**src/rtl/hazard_stall_unit.sv**
```systemverilog
// hazard_stall_unit
// Decode-side interlock for the 5-stage pipeline. It freezes PC and the FD
// latch and injects a nop into DX for two cases: load-use dependencies and
// dependencies on an in-flight multi-cycle mul/div. A two-state FSM tracks
// the pending mul/div destination, and a counter bounds how long it waits.
//
// Optional feature macro: HAZARD_SW_BYPASS_EN
//   Defined   : a sw whose only dependency on a DX lw is its store data
//               does not stall, because the M-stage bypass covers it.
//   Undefined : any source match against a DX lw stalls one cycle.
module hazard_stall_unit #(
    parameter int MD_TIMEOUT = 40
) (
    input  logic        clock,
    input  logic        reset,
    input  logic [31:0] fd_instruction,
    input  logic [31:0] dx_instruction,
    input  logic        multdiv_ready,
    output logic        stall,
    output logic        dx_bubble,
    output logic        md_start,
    output logic [4:0]  md_dest,
    output logic        md_busy,
    output logic        md_error
);

    localparam int CNT_W = (MD_TIMEOUT > 2) ? $clog2(MD_TIMEOUT) : 1;
    localparam logic [CNT_W-1:0] CNT_LAST = CNT_W'(MD_TIMEOUT - 1);

    localparam logic [0:0] IDLE    = 1'b0;
    localparam logic [0:0] MD_BUSY = 1'b1;

    localparam logic [4:0] OP_RTYPE = 5'b00000;
    localparam logic [4:0] OP_BNE   = 5'b00010;
    localparam logic [4:0] OP_JR    = 5'b00100;
    localparam logic [4:0] OP_ADDI  = 5'b00101;
    localparam logic [4:0] OP_BLT   = 5'b00110;
    localparam logic [4:0] OP_SW    = 5'b00111;
    localparam logic [4:0] OP_LW    = 5'b01000;
    localparam logic [4:0] ALU_MUL  = 5'b00110;
    localparam logic [4:0] ALU_DIV  = 5'b00111;

    // Registered state
    logic [0:0]       state_reg, state_next;
    logic [CNT_W-1:0] count_reg, count_next;
    logic [4:0]       dest_reg, dest_next;
    logic             error_reg, error_next;

    // Field decode
    logic [4:0] fd_op, fd_rd, fd_rs, fd_rt, fd_alu;
    logic [4:0] dx_op, dx_rd, dx_alu;

    assign fd_op  = fd_instruction[31:27];
    assign fd_rd  = fd_instruction[26:22];
    assign fd_rs  = fd_instruction[21:17];
    assign fd_rt  = fd_instruction[16:12];
    assign fd_alu = fd_instruction[6:2];
    assign dx_op  = dx_instruction[31:27];
    assign dx_rd  = dx_instruction[26:22];
    assign dx_alu = dx_instruction[6:2];

    // Immediate / shamt bits play no part in the interlock decision.
    logic unused_bits;
    assign unused_bits = ^{fd_instruction[11:7], fd_instruction[1:0],
                           dx_instruction[21:7], dx_instruction[1:0]};

    logic dx_is_lw, dx_is_md, fd_is_md, fd_is_sw;
    assign dx_is_lw = (dx_op == OP_LW) && (dx_rd != 5'd0);
    assign dx_is_md = (dx_op == OP_RTYPE) && ((dx_alu == ALU_MUL) || (dx_alu == ALU_DIV));
    assign fd_is_md = (fd_op == OP_RTYPE) && ((fd_alu == ALU_MUL) || (fd_alu == ALU_DIV));
    assign fd_is_sw = (fd_op == OP_SW);

    // FD source registers. Slot 0 is always the rs-style operand; slot 1
    // carries rt (R-type) or rd (sw data, branch compare, jr target).
    logic [4:0] fd_src [2];
    logic       fd_src_en [2];
    logic       fd_writes_rd;

    // Select which fields the FD instruction actually reads and writes
    always_comb begin
        fd_src[0]    = fd_rs;
        fd_src[1]    = fd_rd;
        fd_src_en[0] = 1'b0;
        fd_src_en[1] = 1'b0;
        fd_writes_rd = 1'b0;
        case (fd_op)
            OP_RTYPE: begin
                fd_src[1]    = fd_rt;
                fd_src_en[0] = 1'b1;
                fd_src_en[1] = 1'b1;
                fd_writes_rd = 1'b1;
            end
            OP_ADDI, OP_LW: begin
                fd_src_en[0] = 1'b1;
                fd_writes_rd = 1'b1;
            end
            OP_SW, OP_BNE, OP_BLT: begin
                fd_src_en[0] = 1'b1;
                fd_src_en[1] = 1'b1;
            end
            OP_JR: begin
                fd_src_en[1] = 1'b1;
            end
            default: begin
                fd_src_en[0] = 1'b0;
            end
        endcase
    end

    // Per-source comparisons against the DX load and the pending mul/div.
    // Register 0 is hard-wired, so it never matches.
    logic [1:0] lu_match;
    logic [1:0] md_match;

    generate
        for (genvar gi = 0; gi < 2; gi++) begin : g_src_cmp
            assign lu_match[gi] = fd_src_en[gi] && (fd_src[gi] != 5'd0) &&
                                  (fd_src[gi] == dx_rd);
            assign md_match[gi] = fd_src_en[gi] && (fd_src[gi] != 5'd0) &&
                                  (fd_src[gi] == dest_reg);
        end
    endgenerate

    logic load_use;
`ifdef HAZARD_SW_BYPASS_EN
    // Store data (slot 1 of a sw) is covered by the writeback->memory bypass.
    assign load_use = dx_is_lw && (lu_match[0] || (lu_match[1] && !fd_is_sw));
`else
    assign load_use = dx_is_lw && (lu_match[0] || lu_match[1]);
`endif

    logic fd_waw;
    logic md_hazard;
    assign fd_waw    = fd_writes_rd && (fd_rd != 5'd0) && (fd_rd == dest_reg);
    assign md_hazard = (state_reg == MD_BUSY) && !multdiv_ready &&
                       ((|md_match) || fd_waw || fd_is_md);

    assign stall     = !reset && (load_use || md_hazard);
    assign dx_bubble = stall;
    assign md_start  = !reset && (state_reg == IDLE) && dx_is_md;
    assign md_dest   = dest_reg;
    assign md_busy   = (state_reg == MD_BUSY);
    assign md_error  = error_reg;

    // FSM next-state: launch on a DX mul/div, wait for ready or timeout
    always_comb begin
        state_next = state_reg;
        count_next = count_reg;
        dest_next  = dest_reg;
        error_next = error_reg;
        case (state_reg)
            IDLE: begin
                if (dx_is_md) begin
                    state_next = MD_BUSY;
                    count_next = '0;
                    dest_next  = dx_rd;
                end
            end
            MD_BUSY: begin
                if (multdiv_ready) begin
                    state_next = IDLE;
                end else if (count_reg == CNT_LAST) begin
                    state_next = IDLE;
                    error_next = 1'b1;
                end else begin
                    count_next = count_reg + 1'b1;
                end
            end
            default: begin
                state_next = IDLE;
            end
        endcase
    end

    // State registers with synchronous reset
    always_ff @(posedge clock) begin
        if (reset) begin
            state_reg <= IDLE;
            count_reg <= '0;
            dest_reg  <= 5'd0;
            error_reg <= 1'b0;
        end else begin
            state_reg <= state_next;
            count_reg <= count_next;
            dest_reg  <= dest_next;
            error_reg <= error_next;
        end
    end

endmodule

```
**config.mk**
```make
export PLATFORM = sky130hd
export DESIGN_NAME = hazard_stall_unit
export DESIGN_NICKNAME = d
export VERILOG_FILES = /design/src/rtl/hazard_stall_unit.sv
export SDC_FILE = /design/constraint.sdc
export NUM_CORES = 1
export LEC_CHECK = 0
export BUFFER_PORTS_ARGS = -buffer_cell sky130_fd_sc_hd__buf_2
export CAP_MARGIN = 20
export CORE_MARGIN = 2
export CORE_UTILIZATION = 35
export DETAILED_ROUTE_END_ITERATION = 12
export GPL_ROUTABILITY_DRIVEN = 1
export PLACE_DENSITY_LB_ADDON = 0.05
export SYNTH_ARGS = -nofsm -noshare
export SYNTH_HDL_FRONTEND = slang
export SYNTH_SLANG_ARGS = --single-unit
```
**constraint.sdc**
```tcl
create_clock -name clock -period 6.8 [get_ports clock]
set_clock_uncertainty 0.1 [all_clocks]
set_input_delay 1.36 -clock clock [delete_from_list [all_inputs] [get_ports clock]]
set_output_delay 1.36 -clock clock [all_outputs]
set_load 0.05 [all_outputs]
```
-- Word level (Yosys, flattened, before mapping)
Index checks and enable logic that the tools add are counted.
- register bits: 13
- input bits: 67
- output and inout bits: 10
- logic and storage cells: 77
- add/subtract/negate cells: 1
- equality and inequality tests: 20
- multiplexer cells: 12
- bitwise logic cells: 2
- reductions and logical operators: 38
- operators by type and width (kind ; number):
    $eq 5x3->1 const B ; 8
    $eq 5x5->1 ; 5
    $reduce_bool 5->1 ; 4
    $mux 6 ; 3
    $logic_and 1x1->1 ; 17
    $pmux 6 s2 ; 1
    $eq 5x4->1 const B ; 2
    $logic_not 5->1 ; 2
    $add 6x1->6 const B ; 1
    $eq 6x6->1 const B ; 1
    $logic_or 1x1->1 ; 6
    $mux 1 ; 6
    $ne 2x2->1 const B ; 3
    $reduce_and 3->1 ; 2
    $reduce_or 6->1 ; 1
    $eq 5x2->1 const B ; 1
    $mux 5 ; 1
    $reduce_or 5->1 ; 1
    $reduce_or 3->1 ; 1
    $logic_not 1->1 ; 2
    $not 1->1 ; 2
    $pmux 1 s2 ; 1
    $reduce_and 2->1 ; 1
    $reduce_or 2->1 ; 1

-- Logic depth before layout (Yosys ltp)
- depth in word-level cells: 11
- gate-level depth with buffers: 7
- mapped depth without buffers: 7

-- Least setup slack after synthesis
Ideal clock, no wire load.
- path type: in2out
- from: in fd_instruction[28]
- to: out stall
- arrival time: 3.936 ns
- required time: 5.340 ns
- slack: 1.404 ns
- stages on the path: 7
- path through: or4_4 > nor2_8 > mux4_1 > nand2b_1 > a2111oi_1 > a311o_1 > buf_4
- word-level cells in the longest chain between the ends: 11
- ends and longest elaborated chain (element ; RTL line ; source):
    start: declaration ; 16 ; input logic [31:0] fd_instruction,
    $eq 5x3->1, or another cell as far along ; 86 ; case (fd_op)
    $reduce_or 6->1 (no line), or another cell as far along ; - ;
    $mux 1 / $reduce_bool 5->1 (equally long branches) ; 86, 117, 119 ;
    $logic_and 1x1->1 ; 117, 119 ;
    $logic_and 1x1->1 ; 119 ; assign md_match[gi] = fd_src_en[gi] && (fd_src[gi] != 5'd0) &&
    $reduce_or 2->1 ; 136 ; ((|md_match) || fd_waw || fd_is_md);
    $logic_or 1x1->1 (2 in a row) ; 136 ;
    $logic_and 1x1->1 ; 135 ; assign md_hazard = (state_reg == MD_BUSY) && !multdiv_ready &&
    $logic_or 1x1->1 * ; 138 ; assign stall = !reset && (load_use || md_hazard);
    $logic_and 1x1->1 * ; 138 ;
    end: declaration ; 19 ; output logic stall,
Mark *: on every way between the ends. The rest lies on a longest branch, timed or not.

-- Worst setup path after layout
Same ends and word-level chain as after synthesis.

==> flow_summary.yaml <==
critical_path:
  arrival_ns: 3.83
  r2r-end: "count_reg[4]"
  start_kind: "primary input"
  r2r_start: "md_busy"
  path_class: "primary input to output pin"
  end_kind: "output pin"
  reg2reg_depth: 6
  critPathMaxFanout: 8
  worstPathRequired_ns: 5.34
  reg2reg_slack_ns: 4.76
synthesis:
  synthSimpleGateAreaFrac: 0.313
  synth_warnings: 0
  ys_seq_area_frac: 0.223
  avgSynthCellArea_sq_um: 8.27
  synth_edf_count: 0
  ys_types: 42
  yosysMostFrequentCell: "nor2_1"
  ys.flop_type: "dfxtp_1"
  yosys.area.top_type: "dfxtp_1"
  synth.area.top_cells: "dfxtp_1 22%, xor2_1 14%, xnor2_1 7.5%, nor2_1 6.8%, mux2i_1 5.2%"
  yosys-top-cells-count: "21 x nor2_1, 19 x xor2_1, 13 x dfxtp_1"
  synth.cell_area_sq_mm: 0.00117
  synthAdderAreaFrac: 0.0107
  synth_nets: 209
  syn-instance-count: 141
  synth_async_sr_flop_share: 0
  synth_seq_cells: 13
  synth_top_family_by_area: "simple AND/OR/NAND/NOR gates"
  synthMuxAreaShare: 0.0966
  synth-xor-area-share: 0.218
  synth_compound_area_frac: 0.118
  yosys.area.top_type_share: 0.223
routing:
  via_count: 1187
  drt_iter0_drc: 81
  routed_via_density: 5.03
  drt-wirelength-per-cell_um: 13.3
  drc_errors: 0
  firstDrtPassIters: 6
  ant_nets: 0
  finalWirelength_um: 3130
placement:
  routabilityCongestion: 0.845
  port_buffers: 50
  dp_cells: 232
  dp_hpwl_um: 2600
  placed_area_sq_mm: 0.00146
clock_network:
  ctsHoldBuffers: 0
  worstSkewPairLatency_ns: 0.27
  cts.sinks: 13
  cts_tree: "built"
  cts-buffers-inserted: 3
  path_clk_slew_ns: 0.08
  cts_resized: 0
  cts_setup_buffers: 0
  clockBufferDepth: 2
  cts_root_buffer: "clkbuf_4"
  cts.htree.levels: 1
timing:
  slew_viol_final: 0
  fmax_ghz: 0.189
  final-setup-viol-count: 0
  fin_crit_sh: 0.778
  hold_viol_final: 0
  fin_crit_ns: 5.29
  slew_headroom: 0.624
  final.setup.tns_ns: 0
  rsz0062_at_grt: "false"
  worstMarginPinSlew_ns: 0.561
die:
  die_h_um: 61.7
  ios: 77
  rows: 20
  die_area_sq_mm: 0.00381
  start_util: 0.376
  die_x_um: 61.7
  core_sq_mm: 0.00310
cells_and_area:
  drive_above_1_share: 0.297
  n_fill_cell: 362
  layoutNonFillerInstCount: 236
  antenna_cells: 0
  final_area_sq_mm: 0.00148
  syn_to_final_growth_pct: 27.1
  finalNetCount: 261
  largest_reg_flops: 6
grt:
  antenna_found_initial: 0
  grt_usage: 0.181
  overflow: 0
  grt_pass1_vias: 1065
  grt_pass1_wl_um: 5100
  grt_max_degree: 13
power_and_ir_drop:
  power.total_w: 0.000165
  p_leak_nw: 0.689
  p_per_area_mw_per_mm2: 111
  vdd_drop_max_mv: 0.0873
job:
  drv_cap: 0
hold_path:
  holdCritPathClass: "register to register"
  holdPathEnd: "md_error"
  whs_path_depth: 2
  worstHoldStart: "md_error"
outcome:
  outcome: "finished, final reports clean"
[critical path: stages]
cell and delay (ns):
buf_2 0.12, or4_4 0.59, nor2_8 0.17, mux4_1 0.55
nand2b_1 0.16, a2111oi_1 0.41, a311o_1 0.20, buf_2 0.27
[kinds of logic (layout without fill, tap and decap cells)]
| group | count (synthesis) | in the layout |
|---|---|---|
| DFF | 13 | 13 |
| muxes | 8 | 8 |
| xor gates and xnor gates | 29 | 29 |
| and+or+nand+nor | 65 | 65 |
| AOI/OAI and AO/OA | 20 | 20 |
| buffers and inverters | 5 | 56 |
| adders and majority gates | 1 | 1 |
[layer usage]
layer | track usage | wire, um | share of wire
met5 | 0 | 0 | 0
met4 | 0.0182 | 17 | 0.0054
met3 | 0.0497 | 166 | 0.053
met2 | 0.254 | 1310 | 0.42
met1 | 0.284 | 1640 | 0.52
[area by class of cell]
class | count | area [sq um] | area share
multi-input cells | 123 | 882 | 0.595
well taps | 44 | 55.1 | 0.0371
repair buffers | 50 | 250 | 0.169
inverters | 2 | 7.51 | 0.00506
clock buffers | 3 | 22.5 | 0.0152
flip-flops and latches | 13 | 260 | 0.176
clock inverters | 1 | 5.00 | 0.00338
[how the worst max path moves through the flow]
stage / start / to
finish: fd_instruction[28] / stall
floorplan: fd_instruction[28] / stall
global placement: fd_instruction[28] / dx_bubble
CTS: fd_instruction[28] / stall
global route: fd_instruction[28] / dx_bubble
detailed placement: fd_instruction[28] / stall
[report_power, final]
| part | switching, W | internal (W) | total (W) |
|---|---|---|---|
| Clock | 0.0000263 | 0.0000218 | 0.0000481 |
| Combinational | 0.0000210 | 0.0000199 | 0.0000410 |
| Sequential | 0.0000000902 | 0.0000761 | 0.0000762 |
[placed cells by master (no fill, tap or decap), types with 2 or more instances in the layout]
| cell type | count |
|---|---|
| nand4_1 | 3 |
| mux2i_1 | 6 |
| or4_1 | 2 |
| inv_1 | 2 |
| mux4_1 | 2 |
| nor3b_1 | 2 |
| clkbuf_4 | 3 |
| nand2b_1 | 3 |
| dfxtp_1 | 13 |
| o21ai_0 | 5 |
| nand3_1 | 2 |
| xor2_1 | 19 |
| a211oi_1 | 2 |
| nand2_1 | 9 |
| nor4_1 | 4 |
| nor3_1 | 5 |
| buf_2 | 50 |
| a21oi_1 | 4 |
| nor2b_1 | 3 |
| xnor2_1 | 10 |
| nor2_1 | 21 |
| nand4b_1 | 2 |
[per-stage QoR]
stage | worst slack, ns | utilization | hold WS (ns)
6_report | 1.51 | 0.478 | 0.372
3_5_place_dp | 1.56 | 0.469 | 0.360
2_1_floorplan | 1.40 | - | 0.344
3_3_place_gp | 1.52 | 0.469 | 0.345
4_1_cts | 1.51 | 0.478 | 0.381
5_1_grt | 1.33 | 0.478 | 0.421
No activity file was read; power rests on OpenSTA's default activity.
